## src/rtl/fifo_stream_reader.sv

```systemverilog
// Drains a standard (non-FWFT) synchronous FIFO into a valid/ready stream,
// hiding the one-cycle read latency behind a 2-entry skid buffer and framing packets.
module fifo_stream_reader #(
   parameter int DATA_W  = 32,
   parameter int PKT_LEN = 256
) (
   input  logic              clk,
   input  logic              srst,
   input  logic              en,
   input  logic [DATA_W-1:0] fifo_dout,
   input  logic              fifo_empty,
   input  logic              fifo_rd_rst_busy,
   output logic              fifo_rd_en,
   output logic [DATA_W-1:0] m_data,
   output logic              m_valid,
   output logic              m_last,
   input  logic              m_ready,
   output logic [15:0]       beat_cnt
);

   localparam logic [15:0] LAST_BEAT = 16'(PKT_LEN - 1);

   logic [DATA_W-1:0] buf0;
   logic [DATA_W-1:0] buf1;
   logic [DATA_W-1:0] buf0_nxt;
   logic [DATA_W-1:0] buf1_nxt;
   logic [1:0]        buf_cnt;
   logic [1:0]        buf_cnt_nxt;
   logic              inflight;
   logic              pop;
   logic [2:0]        occupancy;

   assign pop = m_valid & m_ready;

   // Counting the word leaving this cycle lets a read overlap a pop, which is what keeps 1 beat/cycle.
   assign occupancy  = {1'b0, buf_cnt} + {2'b00, inflight} - {2'b00, pop};
   assign fifo_rd_en = !srst & en & !fifo_empty & !fifo_rd_rst_busy & (occupancy < 3'd2);

   assign m_valid = (buf_cnt != 2'd0);
   assign m_data  = buf0;
   assign m_last  = m_valid & (beat_cnt == LAST_BEAT);

   // A word captured during a pop drops into whichever slot is head-or-tail after the shift.
   always_comb begin
      buf0_nxt    = buf0;
      buf1_nxt    = buf1;
      buf_cnt_nxt = buf_cnt;
      case ({pop, inflight})
         2'b10: begin
            buf0_nxt    = buf1;
            buf_cnt_nxt = buf_cnt - 2'd1;
         end
         2'b01: begin
            if (buf_cnt == 2'd0) begin
               buf0_nxt = fifo_dout;
            end else begin
               buf1_nxt = fifo_dout;
            end
            buf_cnt_nxt = buf_cnt + 2'd1;
         end
         2'b11: begin
            if (buf_cnt == 2'd1) begin
               buf0_nxt = fifo_dout;
            end else begin
               buf0_nxt = buf1;
               buf1_nxt = fifo_dout;
            end
         end
         default: begin
         end
      endcase
   end

   always_ff @(posedge clk or posedge srst) begin
      if (srst) begin
         buf0     <= '0;
         buf1     <= '0;
         buf_cnt  <= 2'd0;
         inflight <= 1'b0;
      end else begin
         buf0     <= buf0_nxt;
         buf1     <= buf1_nxt;
         buf_cnt  <= buf_cnt_nxt;
         inflight <= fifo_rd_en;
      end
   end

   always_ff @(posedge clk or posedge srst) begin
      if (srst) begin
         beat_cnt <= 16'd0;
      end else if (pop) begin
         if (beat_cnt == LAST_BEAT) begin
            beat_cnt <= 16'd0;
         end else begin
            beat_cnt <= beat_cnt + 16'd1;
         end
      end
   end

endmodule
```

## config.mk

```make
export PLATFORM = sky130hd
export DESIGN_NAME = fifo_stream_reader
export DESIGN_NICKNAME = d
export VERILOG_FILES = /design/src/rtl/fifo_stream_reader.sv
export SDC_FILE = /design/constraint.sdc
export NUM_CORES = 1
export LEC_CHECK = 0
export BUFFER_PORTS_ARGS = -buffer_cell sky130_fd_sc_hd__buf_2
export CAP_MARGIN = 20
export CORE_MARGIN = 1.5
export CORE_UTILIZATION = 48
export DETAILED_ROUTE_END_ITERATION = 6
export PLACE_DENSITY = 0.76
export SETUP_SLACK_MARGIN = 0.1
export SYNTH_ARGS = -nofsm -noshare
export SYNTH_HDL_FRONTEND = slang
export SYNTH_SLANG_ARGS = --single-unit
export TNS_END_PERCENT = 30
```

## constraint.sdc

```tcl
create_clock -name clk -period 2.75 [get_ports clk]
set_clock_uncertainty 0.05 [all_clocks]
set_input_delay 0.55 -clock clk [delete_from_list [all_inputs] [get_ports clk]]
set_output_delay 0.55 -clock clk [all_outputs]
set_load 0.005 [all_outputs]
```

==> impl_metrics.json, run 1 <==
{
  "hold_class": "in -> async",
  "ys_top_cells_by_area": "dfrtp_1, mux2_2, a22oi_1, nand2_1, o21ai_0",
  "power_density_nw_per_um2": 935,
  "cts_max_path_buffers": 2,
  "yosys-top-cells-count": "dfrtp_1, nand2_1, a22oi_1, mux2_2, o21ai_0",
  "yosysTopAreaCellShare_pct": 56.7,
  "yosysMostFrequentCell": "dfrtp_1",
  "path_class": "reg -> out",
  "maxCapViolCount": 0,
  "start_util_pct": 50.0,
  "insertedDiodeCount": 0,
  "syn_nets": 357,
  "worstPathArrival_ns": 2.23,
  "nets": 457,
  "crit_path_start_kind": "register",
  "fin_cells": 515,
  "drt_iter0_markers": 87,
  "clk_latency_ns": 0.34,
  "syn_area_sq_um": 3670,
  "clock_sinks": 83,
  "yosys_warnings": 0,
  "max_freq_ghz": 0.353,
  "antenna_found_initial": 0,
  "post-route-min-period_ns": 2.83,
  "vias": 2693,
  "synth_cell_types": 32,
  "placedCellCount": 499,
  "cts_root_buffer": "clkbuf_8",
  "dpl.hpwl_mm": 5.07,
  "rsz0062_at_grt": "yes",
  "slew_headroom_pct": 46.7,
  "synth_edf_count": 0,
  "die_w_um": 90.4,
  "finalWorstSetupSlack_ns": -0.0812,
  "tritoncts": "yes",
  "h-tree-depth": 3,
  "yosys.area.top_type": "dfrtp_1",
  "failed_checks": "setup timing",
  "cellLeakagePower_uw": 0.00228,
  "finalCritPeriodShare_pct": 103,
  "grt_overflow": 0,
  "tightestPinTransition_ns": 0.798,
  "hold_viol_final": 0,
  "slew_violations": 0,
  "wl_mm": 7.33,
  "cts_hold_buf": 0,
  "rr_worst_depth": 11,
  "io_pins": 89,
  "grt_pass1_vias": 2692,
  "syn_inst": 312,
  "n_fill_cell": 593,
  "final_antenna_net_count": 0,
  "place.gp.congestion": 0.798,
  "grt_use_total_pct": 19.3,
  "vias_per_cell": 5.23,
  "synth_seq_area_share_pct": 56.7,
  "area_delta_synth_final_pct": 24.3,
  "worst_setup_path_end_kind": "primary output",
  "grt_pass1_wl_mm": 12.6,
  "coreArea_sq_um": 7330,
  "crit_required_ns": 2.15,
  "outcome": "complete, but fails checks",
  "tns_ns": -0.0812,
  "first_pass_iters": 5,
  "finalSetupViolCount": 1,
  "drive_gt1_share_pct": 39.9,
  "place.port_buffers": 88,
  "path_clk_slew_ns": 0.08,
  "async_flop_share_pct": 100,
  "drc": 0,
  "wire_per_inst_um": 14.2,
  "row_count": 31,
  "grt_max_degree": 65,
  "ys_dominant_reg_cell": "dfrtp_1",
  "cts_buffers": 9,
  "synth.avg_cell_area_sq_um": 11.8,
  "critPathMaxFanout": 2,
  "ys_seq_elements": 83,
  "die_area_sq_um": 8170,
  "peakVddDrop_mv": 0.507,
  "die_h_um": 90.4
}
[logic make-up (layout without fill, tap and decap cells)]
family	after synthesis	count (layout)	share of synthesized area, %
mux	33	33	10.1
fa+ha+maj	7	7	2.59
simple gates	82	82	11.2
compound gates	70	70	12.1
buf+inv	21	125	3.48
xor+xnor	16	16	3.82
flops	83	83	56.7
[path summary, 6_finish.rpt]
| kind | slack (ns) | to | startpoint |
|---|---|---|---|
| worst max-delay path | -0.08 | fifo_rd_en | buf_cnt[1]$_DFFE_PP0N_ |
| worst min-delay path | 0.30 | m_data[13]$_DFFE_PP0P_ | srst |
| worst max register to register | 0.51 | buf1[17]$_DFFE_PP0P_ | buf_cnt[1]$_DFFE_PP0N_ |
| worst min register to register | 0.43 | m_data[13]$_DFFE_PP0P_ | m_data[13]$_DFFE_PP0P_ |
| max in group asynchronous | 1.66 | m_data[28]$_DFFE_PP0P_ | srst |
| min in group clk | 0.40 | buf1[27]$_DFFE_PP0P_ | fifo_dout[27] |
[worst max-delay path, stage by stage, from the launching register on]
cell      delay [ns]
dfrtp_1         0.40
inv_2           0.08
ha_4            0.13
inv_2           0.04
nand2_2         0.06
inv_2           0.05
ha_4            0.21
nand2b_4        0.14
fa_2            0.52
and3_4          0.18
buf_6           0.09
[power breakdown]
part	internal (uW)	switching, uW
Sequential	1650	258
Clock	534	419
Combinational	755	640
[cell type report]
class | instances | area, sq um | share of cell area (%)
timing repair buffer | 104 | 592 | 13.0
tap | 99 | 124 | 2.72
sequential | 83 | 2080 | 45.6
clock buffer | 11 | 141 | 3.10
multi-input combinational | 208 | 1520 | 33.4
clock inverter | 4 | 73.8 | 1.62
inverter | 6 | 26.3 | 0.577
[registers in the layout, indices dropped and copies added (netlist names)]
name / count
buf_cnt: 2
buf1: 32
beat_cnt: 16
inflight: 1
m_data: 32
[cells in the final DEF (no fill, tap or decap), types with 3 or more instances in the layout]
| cell type | Yosys | final |
|---|---|---|
| clkbuf_8 | 0 | 10 |
| nor3_1 | 4 | 4 |
| mux2_2 | 32 | 32 |
| buf_2 | 0 | 87 |
| nand4_1 | 4 | 4 |
| buf_4 | 5 | 14 |
| o21ai_1 | 5 | 5 |
| dfrtp_1 | 83 | 83 |
| a22oi_1 | 32 | 32 |
| nand2_1 | 49 | 49 |
| nor2_1 | 6 | 6 |
| inv_2 | 2 | 3 |
| xnor2_1 | 13 | 12 |
| ha_1 | 6 | 4 |
| o21ai_0 | 31 | 31 |
| xor2_1 | 3 | 3 |
| nand3_1 | 4 | 4 |
[through the flow]
| step | total power [uW] | hold slack [ns] | cell area (sq um) | setup WS [ns] | util (%) |
|---|---|---|---|---|---|
| floorplan | 2760 | 0.420 | 3670 | 0.0196 | - |
| global placement | 3190 | 0.409 | 4280 | 0.143 | 58.4 |
| detailed placement | 3280 | 0.415 | 4280 | 0.125 | 58.4 |
| CTS | 4290 | 0.314 | 4550 | -0.0939 | 62.0 |
| global route | 4570 | 0.372 | 4560 | -0.185 | 62.1 |
| finish | 4260 | 0.304 | 4560 | -0.0812 | 62.1 |
[repair_timing]
action	4_1_cts	5_1_grt
pin swaps	1	0
gates resized for setup	8	1
buffers inserted	1	0
setup endpoints to repair	1	1
[metal layers]
metal | track usage, % | routed length, um | up-vias
li1 | - | - | 1304
met1 | 24.4 | 3200 | 1305
met2 | 32.2 | 3620 | 75
met3 | 4.63 | 413 | 9
met4 | 7.14 | 95 | 0
met5 | 0 | 0 | -
Power figures use the tool's default switching activity.
==> inputs of run 2 (changes only) <==
--- a/config.mk
+++ b/config.mk
@@ -11,6 +11,7 @@
 export CORE_UTILIZATION = 48
 export DETAILED_ROUTE_END_ITERATION = 6
 export PLACE_DENSITY = 0.76
+export RECOVER_POWER = 50
 export SETUP_SLACK_MARGIN = 0.1
 export SYNTH_ARGS = -nofsm -noshare
 export SYNTH_HDL_FRONTEND = slang
==> run 2 against run 1 <==
The flow finishes with violations (capacitance limit, slew limit, setup timing). Largest cell class unchanged. Combinational power hardly changed. Cell count stayed put. Utilization is 0.31 points lower. Critical path depth stayed put. Clock power hardly changed. Power is 0.20% lower. Worst hold slack better by 0.099 ns. Sequential share of layout area is 0.23 points higher.
==> impl_metrics.json, run 2 (same netlist as run 1, synthesis figures left out) <==
{
  "insertedDiodeCount": 0,
  "clkPwrFrac_pct": 22.4,
  "power.internal_uw": 2930,
  "wire_per_inst_um": 14.2,
  "grt_use_total_pct": 19.3,
  "finalCritPeriodShare_pct": 103,
  "dpl.hpwl_mm": 5.07,
  "vias_per_cell": 5.22,
  "post-route-cell-area_sq_um": 4530,
  "switchingPower_uw": 1310,
  "post-route-min-period_ns": 2.83,
  "grt_pass1_vias": 2692,
  "swShare_pct": 30.9,
  "h-tree-depth": 3,
  "cts_root_buffer": "clkbuf_8",
  "coreArea_sq_um": 7330,
  "nets": 457,
  "grt_pass1_wl_mm": 12.6,
  "hold_class": "in -> reg",
  "worst_setup_path_end_kind": "primary output",
  "grt_max_degree": 65,
  "critPathMaxFanout": 2,
  "first_pass_iters": 4,
  "peakVddDrop_mv": 0.505,
  "finalWorstSetupSlack_ns": -0.0806,
  "power_frac_seq_pct": 45.0,
  "dpl_cell_area_sq_um": 4280,
  "regArea_sq_um": 2080,
  "finalSetupViolCount": 1,
  "max_freq_ghz": 0.353,
  "vias": 2687,
  "failed_checks": "capacitance limit, slew limit, setup timing",
  "drc": 0,
  "crit_required_ns": 2.15,
  "cts_buffers": 9,
  "slew_violations": 38,
  "mostFrequentLayoutCell": "buf_2",
  "placedCellCount": 499,
  "tightestPinTransition_ns": 1.57,
  "wl_mm": 7.33,
  "power_density_nw_per_um2": 937,
  "crit_path_start_kind": "register",
  "drt_iter0_markers": 106,
  "clk_latency_ns": 0.34,
  "multiInputGateArea_sq_um": 1520,
  "die_area_sq_um": 8170,
  "drive_gt1_share_pct": 38.9,
  "slew_headroom_pct": -5.16,
  "die_h_um": 90.4,
  "cts_max_path_buffers": 2,
  "die_w_um": 90.4,
  "area_delta_synth_final_pct": 23.7,
  "rsz0062_at_grt": "yes",
  "start_util_pct": 50.0,
  "final_antenna_net_count": 0,
  "grt_overflow": 0,
  "outcome": "complete, but fails checks",
  "place.gp.congestion": 0.798,
  "row_count": 31,
  "cts_hold_buf": 0,
  "place.port_buffers": 88,
  "path_class": "reg -> out",
  "clock_sinks": 83,
  "maxCapViolCount": 1,
  "worstPathArrival_ns": 2.23,
  "comb_power_share_pct": 32.6,
  "antenna_found_initial": 0,
  "io_pins": 89,
  "fin_cells": 515,
  "n_fill_cell": 597,
  "path_clk_slew_ns": 0.08,
  "final_cell_mix": "buf_2, dfrtp_1, nand2_1",
  "cellLeakagePower_uw": 0.00226,
  "tritoncts": "yes",
  "hold_viol_final": 0
}
## run 2: cell types whose count changed in the layout (fill, tap and decap cells not counted), sizes merged
cell	before	now
buf	104	100
clkbuf	11	15
## run 2: stage by stage
step / TNS, ns / total power (uW) / utilization [%] / setup WS, ns / hold WS [ns]
detailed placement: 0 / 3280 / 58.4 / 0.125 / 0.415
floorplan: 0 / 2760 / - / 0.0196 / 0.420
global route: -0.452 / 4560 / 61.8 / -0.185 / 0.388
finish: -0.0806 / 4250 / 61.8 / -0.0806 / 0.402
global placement: 0 / 3190 / 58.4 / 0.143 / 0.409
CTS: -0.0939 / 4290 / 62.0 / -0.0939 / 0.314
## run 2: repair_timing
| action | in CTS | in global routing |
|---|---|---|
| pin swaps | 1 | 0 |
| resized for setup | 8 | 1 |
| setup buffers | 1 | 0 |
| endpoints found under the setup margin | 1 | 1 |
## run 2: final cells by class
type,instances,share of cell area (%)
Tap cell,99,2.73
Timing Repair Buffer,104,12.6
Multi-Input combinational cell,208,33.6
Inverter,6,0.524
Sequential cell,83,45.8
Clock inverter,4,1.63
Clock buffer,11,3.12
## run 2: final timing paths
check / start / end / slack (ns) / depth (start not counted)
worst min register to register: m_data[13]$_DFFE_PP0P_ / m_data[13]$_DFFE_PP0P_ / 0.43 / 2
worst min-delay path: fifo_dout[3] / buf1[3]$_DFFE_PP0P_ / 0.40 / 2
worst max register to register: buf_cnt[1]$_DFFE_PP0N_ / buf1[17]$_DFFE_PP0P_ / 0.51 / 11
min in group asynchronous: srst / buf1[11]$_DFFE_PP0P_ / 0.52 / 2
worst max-delay path: buf_cnt[1]$_DFFE_PP0N_ / fifo_rd_en / -0.08 / 10
max in group asynchronous: srst / m_data[28]$_DFFE_PP0P_ / 0.49 / 3
## run 2: power by group through the flow
stage | combinational (uW) | sequential (uW) | clock, uW
after floorplan | 847 | 1920 | 0
after global placement | 1290 | 1900 | 0
after detailed placement | 1340 | 1930 | 0
after CTS | 1400 | 1910 | 976
after global routing | 1560 | 1970 | 1030
final | 1390 | 1910 | 952
## run 2: worst max-delay path, stage by stage (launching register included)
cell and delay, ns:
dfrtp_1 0.40, inv_2 0.08, ha_4 0.13, inv_2 0.04, nand2_2 0.06, inv_2 0.05
ha_4 0.21, nand2b_4 0.14, fa_2 0.52, and3_4 0.18, buf_6 0.09
## run 2: metal layers
layer	vias to the layer above	share of wire, %	global-route usage (%)
li1	1303	-	-
met1	1307	44	24.4
met2	68	50	32.2
met3	9	5.2	4.63
met4	0	1.3	7.14
met5	-	0	0
